[config.mk]
export PLATFORM = sky130hd
export DESIGN_NAME = lifo_fifo_buf
export DESIGN_NICKNAME = d
export VERILOG_FILES = /design/src/rtl/lifo_fifo_pkg.sv /design/src/rtl/buf_mem.sv /design/src/rtl/lifo_fifo_buf.sv
export SDC_FILE = /design/constraint.sdc
export NUM_CORES = 1
export LEC_CHECK = 0
export ABC_CLOCK_PERIOD_IN_PS = 8200
export BUFFER_PORTS_ARGS = -buffer_cell sky130_fd_sc_hd__buf_2
export CELL_PAD_IN_SITES_DETAIL_PLACEMENT = 0
export CELL_PAD_IN_SITES_GLOBAL_PLACEMENT = 1
export CORE_AREA = 2 2 97 99
export DETAILED_ROUTE_END_ITERATION = 10
export DIE_AREA = 0 0 99 101
export GPL_TIMING_DRIVEN = 0
export PLACE_DENSITY_LB_ADDON = 0.1
export RECOVER_POWER = 50
export SLEW_MARGIN = 20
export SYNTH_ARGS = -nofsm -noshare
export SYNTH_HDL_FRONTEND = slang
export SYNTH_SLANG_ARGS = --single-unit
[constraint.sdc]
create_clock -name clk_i -period 8.2 [get_ports clk_i]
set_input_delay 0 -clock clk_i [delete_from_list [all_inputs] [get_ports clk_i]]
set_output_delay 0 -clock clk_i [all_outputs]
set_load 0.005 [all_outputs]
[src/rtl/lifo_fifo_pkg.sv]
// Shared types and default sizing for the dual-mode LIFO/FIFO buffer.
package lifo_fifo_pkg;

  typedef enum logic {
    MODE_LIFO = 1'b0,
    MODE_FIFO = 1'b1
  } mode_e;

  localparam int DEF_DWIDTH   = 8;
  localparam int DEF_AWIDTH   = 3;
  localparam int DEF_AE_LEVEL = 1;

endpackage

[src/rtl/buf_mem.sv]
// Simple dual-port RAM: synchronous write, registered read (read-first on same address).
module buf_mem #(
  parameter int DWIDTH = 8,
  parameter int AWIDTH = 3
) (
  input  logic              i_clk,
  input  logic              i_arst_n,
  input  logic              i_we,
  input  logic [AWIDTH-1:0] i_waddr,
  input  logic [DWIDTH-1:0] i_wdata,
  input  logic              i_re,
  input  logic [AWIDTH-1:0] i_raddr,
  output logic [DWIDTH-1:0] o_rdata
);

  localparam int DEPTH = 2**AWIDTH;

  logic [DWIDTH-1:0] r_mem [DEPTH];
  logic [DWIDTH-1:0] r_rdata;

  always_ff @(posedge i_clk) begin
    if (i_we) r_mem[i_waddr] <= i_wdata;
  end

  // Output register holds between reads; only it is reset, never the array.
  always_ff @(posedge i_clk or negedge i_arst_n) begin
    if (!i_arst_n)  r_rdata <= '0;
    else if (i_re)  r_rdata <= r_mem[i_raddr];
  end

  assign o_rdata = r_rdata;

endmodule

[src/rtl/lifo_fifo_buf.sv]
// Buffer selectable between LIFO (stack) and FIFO order; mode switches only when idle and empty.
module lifo_fifo_buf
  import lifo_fifo_pkg::*;
#(
  parameter int DWIDTH   = DEF_DWIDTH,
  parameter int AWIDTH   = DEF_AWIDTH,
  parameter int AF_LEVEL = (2**AWIDTH) - 2,
  parameter int AE_LEVEL = DEF_AE_LEVEL
) (
  input  logic              clk_i,
  input  logic              arst_n_i,
  input  logic              mode_i,
  input  logic              flush_i,
  input  logic              wrreq_i,
  input  logic              rdreq_i,
  input  logic [DWIDTH-1:0] data_i,
  output logic [DWIDTH-1:0] q_o,
  output logic              empty_o,
  output logic              full_o,
  output logic              almost_empty_o,
  output logic              almost_full_o,
  output logic [AWIDTH:0]   usedw_o,
  output logic              mode_o,
  output logic              ovf_o,
  output logic              udf_o
);

  localparam int DEPTH = 2**AWIDTH;
  localparam logic [AWIDTH:0] C_FULL = (AWIDTH+1)'(DEPTH);
  localparam logic [AWIDTH:0] C_AF   = (AWIDTH+1)'(AF_LEVEL);
  localparam logic [AWIDTH:0] C_AE   = (AWIDTH+1)'(AE_LEVEL);

  mode_e             r_mode;
  logic [AWIDTH:0]   r_usedw;
  logic [AWIDTH-1:0] r_wr_ptr;
  logic [AWIDTH-1:0] r_rd_ptr;
  logic              r_ovf;
  logic              r_udf;

  logic              w_empty;
  logic              w_full;
  logic              w_rd_ok;
  logic              w_wr_ok;
  logic              w_mem_we;
  logic              w_mem_re;
  logic [AWIDTH-1:0] w_sp_top;
  logic [AWIDTH-1:0] w_waddr;
  logic [AWIDTH-1:0] w_raddr;

  assign w_empty = (r_usedw == '0);
  assign w_full  = (r_usedw == C_FULL);

  // A write while full is still accepted when paired with a read (full implies not empty).
  assign w_rd_ok  = rdreq_i & ~w_empty;
  assign w_wr_ok  = wrreq_i & (~w_full | rdreq_i);
  assign w_mem_we = w_wr_ok & ~flush_i;
  assign w_mem_re = w_rd_ok & ~flush_i;

  // Stack top is usedw-1; at usedw==DEPTH the low bits are 0, so the wrap yields DEPTH-1.
  assign w_sp_top = r_usedw[AWIDTH-1:0] - AWIDTH'(1);

  always_comb begin
    w_waddr = r_wr_ptr;
    w_raddr = r_rd_ptr;
    if (r_mode == MODE_LIFO) begin
      w_raddr = w_sp_top;
      w_waddr = w_rd_ok ? w_sp_top : r_usedw[AWIDTH-1:0];
    end
  end

  always_ff @(posedge clk_i or negedge arst_n_i) begin
    if (!arst_n_i) begin
      r_mode   <= MODE_LIFO;
      r_usedw  <= '0;
      r_wr_ptr <= '0;
      r_rd_ptr <= '0;
      r_ovf    <= 1'b0;
      r_udf    <= 1'b0;
    end else begin
      if (w_empty && !wrreq_i && !rdreq_i) r_mode <= mode_e'(mode_i);
      if (flush_i) begin
        r_usedw  <= '0;
        r_wr_ptr <= '0;
        r_rd_ptr <= '0;
        r_ovf    <= 1'b0;
        r_udf    <= 1'b0;
      end else begin
        if (w_wr_ok && !w_rd_ok)      r_usedw <= r_usedw + (AWIDTH+1)'(1);
        else if (w_rd_ok && !w_wr_ok) r_usedw <= r_usedw - (AWIDTH+1)'(1);
        if (r_mode == MODE_FIFO) begin
          if (w_wr_ok) r_wr_ptr <= r_wr_ptr + AWIDTH'(1);
          if (w_rd_ok) r_rd_ptr <= r_rd_ptr + AWIDTH'(1);
        end
        if (wrreq_i && !rdreq_i && w_full) r_ovf <= 1'b1;
        if (rdreq_i && w_empty)            r_udf <= 1'b1;
      end
    end
  end

  buf_mem #(
    .DWIDTH (DWIDTH),
    .AWIDTH (AWIDTH)
  ) u_mem (
    .i_clk    (clk_i),
    .i_arst_n (arst_n_i),
    .i_we     (w_mem_we),
    .i_waddr  (w_waddr),
    .i_wdata  (data_i),
    .i_re     (w_mem_re),
    .i_raddr  (w_raddr),
    .o_rdata  (q_o)
  );

  assign empty_o        = w_empty;
  assign full_o         = w_full;
  assign almost_empty_o = (r_usedw <= C_AE);
  assign almost_full_o  = (r_usedw >= C_AF);
  assign usedw_o        = r_usedw;
  assign mode_o         = r_mode;
  assign ovf_o          = r_ovf;
  assign udf_o          = r_udf;

endmodule

# [Word level (Yosys, flattened, before mapping)]
# Memory sizes are Yosys's and may differ from the RTL's. A register that Yosys moved wholly into a read port is not among the register bits.
# Cells that the tools add are included.
[op_classes] n_addsub=5 order_cmp=2 eq_ne=1 mux=18 n_bitwise=8 reduce_logical=21
[op_table] op="$mux W3" n=9
[op_table] op="$mux W4" n=3
[op_table] op="$reduce_bool A2 Y1" n=5
[op_table] op="$logic_and A1 B1 Y1" n=7
[op_table] op="$add A3 B1 Y3 const B" n=2
[op_table] op="$mux W1" n=6
[op_table] op="$logic_not A1 Y1" n=5
[op_table] op="$add A4 B1 Y4 const B" n=1
[op_table] op="$and A1 B1 Y1" n=4
[op_table] op="$eq A4 B4 Y1 const B" n=1
[op_table] op="$ge A4 B3 Y1 const B" n=1
[op_table] op="$le A4 B1 Y1 const B" n=1
[op_table] op="$logic_not A4 Y1" n=1
[op_table] op="$reduce_and A2 Y1" n=2
[op_table] op="$sub A4 B1 Y4 const B" n=1
[op_table] op="$not A1 Y1" n=3
[op_table] op="$reduce_bool A3 Y1" n=1
[op_table] op="$sub A3 B1 Y3 const B" n=1
[op_table] op="$or A1 B1 Y1" n=1
[word_totals] ff_bits=13 ramBits=64 elab_cells=62 mem_count=1
[mem_list] name="u_mem.r_mem" words=8 width=8 read_ports=1 rd_ports_with_merged_regs=1 wr=1 line="buf_mem.sv:18" rtl="logic [DWIDTH-1:0] r_mem [DEPTH];"

# [Longest topological paths before layout]
[depth] word_depth=9 depth_mapped=10 depth_no_buf=8

# [Hierarchy]
# From an unflattened synthesis, not the netlist that was laid out.
[unflattened] hier_cells=290 area_unflattened_um2=3852.4
[by_module_without_submodules] module="buf_mem" instances=1 cells_per_inst=169 area_per_inst_um2=2861.5 seq_area_each_um2=2122.0
[by_module_without_submodules] module="lifo_fifo_buf" instances=1 cells_per_inst=121 area_per_inst_um2=991.0 seq_area_each_um2=325.3

# [Worst setup path before layout]
# Ideal clock, no wire load.
[synth_timing] path_kind="flip-flop to flip-flop" start="reg r_usedw[0] (netlist: usedw_o[0])" end="mem u_mem.r_mem[3][0], enable pin" arrival_ps=2660 required_ps=7817 path_slack_ps=5157 path_stages_with_launch=11 period_less_slack_ps=3043 cell_sequence="dfrtp_1 > clkbuf_1 > inv_1 > ha_1 > buf_2 > or3b_1 > inv_2 > nor2_2 > xnor2_1 > o211ai_1 > nor3_1"
[synth_between] word_cells_on_any_way=13 cone_classes="add/sub: 1; eq/ne: 1; mux: 4; bitwise: 6; reduce/logical: 1"
[synth_lines] element="start: declaration" line="lifo_fifo_buf.sv:34" rtl="logic [AWIDTH:0] r_usedw;"
[synth_lines] element="start signal: assignment" line="lifo_fifo_buf.sv:88" rtl="if (w_wr_ok && !w_rd_ok) r_usedw <= r_usedw + (AWIDTH+1)'(1);"
[synth_lines] element="start signal: assignment" line="lifo_fifo_buf.sv:89" rtl="else if (w_rd_ok && !w_wr_ok) r_usedw <= r_usedw - (AWIDTH+1)'(1);"
[synth_lines] element="$logic_not A4 Y1" line="lifo_fifo_buf.sv:50" rtl="assign w_empty = (r_usedw == '0);"
[synth_lines] element="net empty_o" line="lifo_fifo_buf.sv:18" rtl="output logic empty_o,"
[synth_lines] element="$not A1 Y1" line="lifo_fifo_buf.sv:54" rtl="assign w_rd_ok = rdreq_i & ~w_empty;"
[synth_lines] element="$and A1 B1 Y1" line="lifo_fifo_buf.sv:54"
[synth_lines] element="$mux W3" line="lifo_fifo_buf.sv:67" rtl="w_waddr = w_rd_ok ? w_sp_top : r_usedw[AWIDTH-1:0];"
[synth_lines] element="$mux W3" line="lifo_fifo_buf.sv:65" rtl="if (r_mode == MODE_LIFO) begin"
[synth_lines] element="end: declaration" line="buf_mem.sv:18"
# The timed path passes the listed nets, and every way through them passes these cells.

# [Worst setup path in the final report]
[layout_timing] start="reg r_usedw[0] (netlist: usedw_o[0])" end="mem u_mem.r_mem[1][7], enable pin"
[layout_between] elab_chain_cells=7 word_cells_on_any_way=13 cone_classes="add/sub: 1; eq/ne: 1; mux: 4; bitwise: 6; reduce/logical: 1"
[layout_lines] element="$eq A4 B4 Y1" line="lifo_fifo_buf.sv:51" rtl="assign w_full = (r_usedw == C_FULL);"
[layout_lines] element="$not A1 Y1" line="lifo_fifo_buf.sv:55" rtl="assign w_wr_ok = wrreq_i & (~w_full | rdreq_i);"
[layout_lines] element="$or A1 B1 Y1" line="lifo_fifo_buf.sv:55"
[layout_lines] element="$and A1 B1 Y1" line="lifo_fifo_buf.sv:55"
[layout_lines] element="$and A1 B1 Y1" line="lifo_fifo_buf.sv:56" rtl="assign w_mem_we = w_wr_ok & ~flush_i;"
[layout_lines] element="$mux W1" line="buf_mem.sv:22" rtl="if (i_we) r_mem[i_waddr] <= i_wdata;"
[layout_lines] element="$mux W1 (not written as such)" line="buf_mem.sv:22"
# Parallel ways exist; a longest one is shown, timed or not.

==> results.sh <==
export IMPL_r2r_start="usedw_o[0]"
export IMPL_cp_end_kind="register"
export IMPL_nets=391
export IMPL_r2r_slack_ns=4.41
export IMPL_grt_pass1_wl_um=14500
export IMPL_clock_skew_ns=0.0173
export IMPL_wl_per_cell_um=19.2
export IMPL_setup_viol=0
export IMPL_cp_start_kind="register"
export IMPL_synth_edff_count=64
export IMPL_clk_latency_ns=0.37
export IMPL_drt_iter0_drc=110
export IMPL_worstHoldStart="flush_i"
export IMPL_track_usage_pct=20.2
export IMPL_firstDrtPassIters=4
export IMPL_relSlewSlack_pct=12.0
export IMPL_die_h_um=101
export IMPL_cpPeakStageDelay_ns=0.87
export IMPL_fin_area_um2=4600
export IMPL_grt_antenna_before_repair=0
export IMPL_dieArea_um2=10000
export IMPL_overflow=0
export IMPL_post_route_min_period_ns=3.79
export IMPL_cts_buffer_depth=2
export IMPL_drv_cap=0
export IMPL_critPathBufInv=4
export IMPL_htreeDepth=3
export IMPL_synth_cell_types=42
export IMPL_synth_seq_area_share_pct=62.7
export IMPL_cts_setup_buffers=0
export IMPL_worst_hold_slack_ns=0.419
export IMPL_coreArea_um2=8980
export IMPL_post_route_period_util_pct=46.3
export IMPL_setup_tns_ns=0
export IMPL_viasPerCell=5.38
export IMPL_ys_ff_latch=85
export IMPL_path_class="register to register"
export IMPL_die_w_um=99
export IMPL_cp_depth=10
export IMPL_numPortBuffers=31
export IMPL_async_reset_ff_share_pct=24.7
export IMPL_synthesis_nets=330
export IMPL_yosys_warnings=0
export IMPL_outcome="completed"
export IMPL_critPathRequiredTime_ns=8.18
export IMPL_critPathMaxFanout=10
export IMPL_leakagePower_uw=0.00167
export IMPL_holdPathStages=3
export IMPL_rsz0062_at_grt="no"
export IMPL_dp_hpwl_um=6240
export IMPL_fin_util_pct=51.3
export IMPL_syn_to_final_growth_pct=17.8
export IMPL_drc=0
export IMPL_worstPathArrival_ns=3.77
export IMPL_grt_max_degree=22
export IMPL_timing_fmax_ghz=0.264
export IMPL_cts_made_buffers=9
export IMPL_slowest_stage="nor2_1"
export IMPL_ys_flop_type="edfxtp_1"
export IMPL_route_antenna_remaining_nets=0
export IMPL_hold_class="input pin to register"
export IMPL_fillers=817
export IMPL_first_global_vias=2577
export IMPL_reg2regPathDepth=10
export IMPL_postRouteWirelength_um=9320
export IMPL_crit_family="simple AND/OR/NAND/NOR gates"
export IMPL_synthCells=309
export IMPL_n_antenna_cell=0
export IMPL_total_power_uw=1620
export IMPL_finalMaxSlewViolations=0
export IMPL_rows=35
export IMPL_reg2reg_to="u_mem.r_mem[1][7]"
export IMPL_irDropWorstVdd_mv=0.147
export IMPL_cts_sinks=85
export IMPL_syn_avg_cell_area_um2=12.6
export IMPL_finalHoldViolCount=0
export IMPL_place_gp_congestion=0.738
export IMPL_start_util_pct=43.5
export IMPL_clkTransAtPathRegs_ns=0.10
export IMPL_cts_root_buf="clkbuf_8"
export IMPL_tritoncts="built"
export IMPL_tightest_slew_ns=1.32
export IMPL_ioPinCount=33
export IMPL_cellPowerDensity_nw_per_um2=352
export IMPL_cts_resized=0
export IMPL_synth_area_um2=3910
export IMPL_cp_cell_sequence="clkbuf_1 -> inv_1 -> ha_1 -> buf_2 -> or3b_1 -> inv_2 -> nor2_2 -> xnor2_1 -> o211ai_1 -> nor2_1"
export IMPL_vias=2617
export IMPL_place_area_um2=4250
export IMPL_hold_end="usedw_o[0]"
export IMPL_final_layout_size_suffix_gt1_share_pct=16.5
==> sequential cells by signal (all words and copies together), names as in the netlist <==
signal,flops
u_mem.r_mem,64
u_mem.o_rdata,8
usedw_o,4
r_rd_ptr,3
r_wr_ptr,3
mode_o,1
ovf_o,1
udf_o,1
==> where the power goes <==
group	switching, uW	leakage, uW	internal [uW]
Clock	151	0.000100	173
Sequential	41.4	0.000844	532
Combinational	418	0.000722	303
Total	611	0.00167	1010
==> cells by family after synthesis <==
group | after synthesis | share of synthesized area (%)
AOI/OAI and AO/OA | 58 | 10.5
xor gates and xnor gates | 10 | 2.24
adders and majority gates | 7 | 2.24
buffers and inverters | 23 | 2.72
DFF | 85 | 62.7
muxes | 10 | 5.12
and+or+nand+nor | 116 | 14.5
==> worst min-delay path, delay by kind of cell <==
family	cells	cell delay, ns
buf+inv	2	0.70
simple gates	1	0.06
==> metal layers <==
| metal | routed length, um | up-vias | part of all wire [%] | track usage, % |
|---|---|---|---|---|
| met5 | 0 | - | 0 | 0 |
| li1 | - | 1260 | - | - |
| met3 | 327 | 16 | 3.5 | 3.95 |
| met1 | 4230 | 1286 | 45 | 25.9 |
| met4 | 221 | 0 | 2.4 | 8.11 |
| met2 | 4550 | 55 | 49 | 33.8 |
==> through the flow <==
stage	worst slack, ns	instances
floorplan	5.16	309
global placement	3.90	451
detailed placement	4.38	455
CTS	4.34	486
global route	4.08	486
finish	4.41	486
==> what timing repair did <==
action	4_1_cts	5_1_grt
hold buffers	15	0
hold endpoints to repair	90	0
setup endpoints to repair	0	0
==> area by class of cell <==
cell class / count / area, um2 / share of cell area, %
buffer: 16 / 80.1 / 1.74
timing repair buffer: 50 / 322 / 6.99
clock buffer: 11 / 131 / 2.85
inverter: 7 / 26.3 / 0.571
sequential: 85 / 2450 / 53.2
clock inverter: 5 / 83.8 / 1.82
multi-input combinational: 201 / 1370 / 29.8
tap: 111 / 139 / 3.02
==> how the worst max path moves through the flow <==
stage / startpoint / end
3_5_place_dp: usedw_o[0] / u_mem.r_mem[1][4]
5_1_grt: usedw_o[0] / u_mem.r_mem[5][7]
2_1_floorplan: usedw_o[0] / u_mem.r_mem[3][0]
3_3_place_gp: usedw_o[0] / u_mem.r_mem[3][0]
4_1_cts: usedw_o[0] / u_mem.r_mem[1][7]
6_report: usedw_o[0] / u_mem.r_mem[1][7]
==> placed cells by master (no fill, tap or decap), types with 4 or more instances in the layout <==
cell / Yosys / final
a21oi_1: 4 / 4
mux4_2: 8 / 8
a31oi_1: 8 / 8
o21ai_1: 9 / 9
o22a_1: 8 / 8
nor2b_1: 18 / 18
dfrtp_1: 21 / 21
a211o_1: 9 / 9
dlygate4sd3_1: 0 / 15
buf_2: 4 / 24
nor2_1: 40 / 40
nor3_2: 1 / 5
nand2_1: 20 / 20
clkbuf_8: 0 / 9
xnor2_1: 6 / 6
xor2_1: 4 / 4
ha_1: 7 / 7
clkbuf_1: 9 / 22
inv_1: 5 / 5
nor3_1: 18 / 14
buf_4: 0 / 4
edfxtp_1: 64 / 64
nand2b_1: 6 / 6
o22ai_1: 9 / 9
==> synth_stat cells (all sizes together) (2+ instances only) <==
| cell | count | area, um2 |
|---|---|---|
| or2 | 2 | 12.5 |
| mux4 | 8 | 180 |
| a21oi | 4 | 20.0 |
| nand2 | 21 | 81.3 |
| a31oi | 8 | 50.1 |
| nand3 | 3 | 15.0 |
| nor2b | 18 | 113 |
| edfxtp | 64 | 1920 |
| nor3 | 19 | 100 |
| nand2b | 6 | 37.5 |
| o21ai | 12 | 60.1 |
| a211o | 9 | 78.8 |
| o22ai | 9 | 56.3 |
| mux2i | 2 | 20.0 |
| inv | 6 | 22.5 |
| clkbuf | 9 | 33.8 |
| o21a | 2 | 15.0 |
| buf | 7 | 46.3 |
| o22a | 8 | 70.1 |
| dfrtp | 21 | 526 |
| xnor2 | 6 | 52.6 |
| o211ai | 2 | 15.0 |
| nor2 | 42 | 163 |
| xor2 | 4 | 35.0 |
| ha | 7 | 87.6 |
Power figures use the tool's default switching activity.
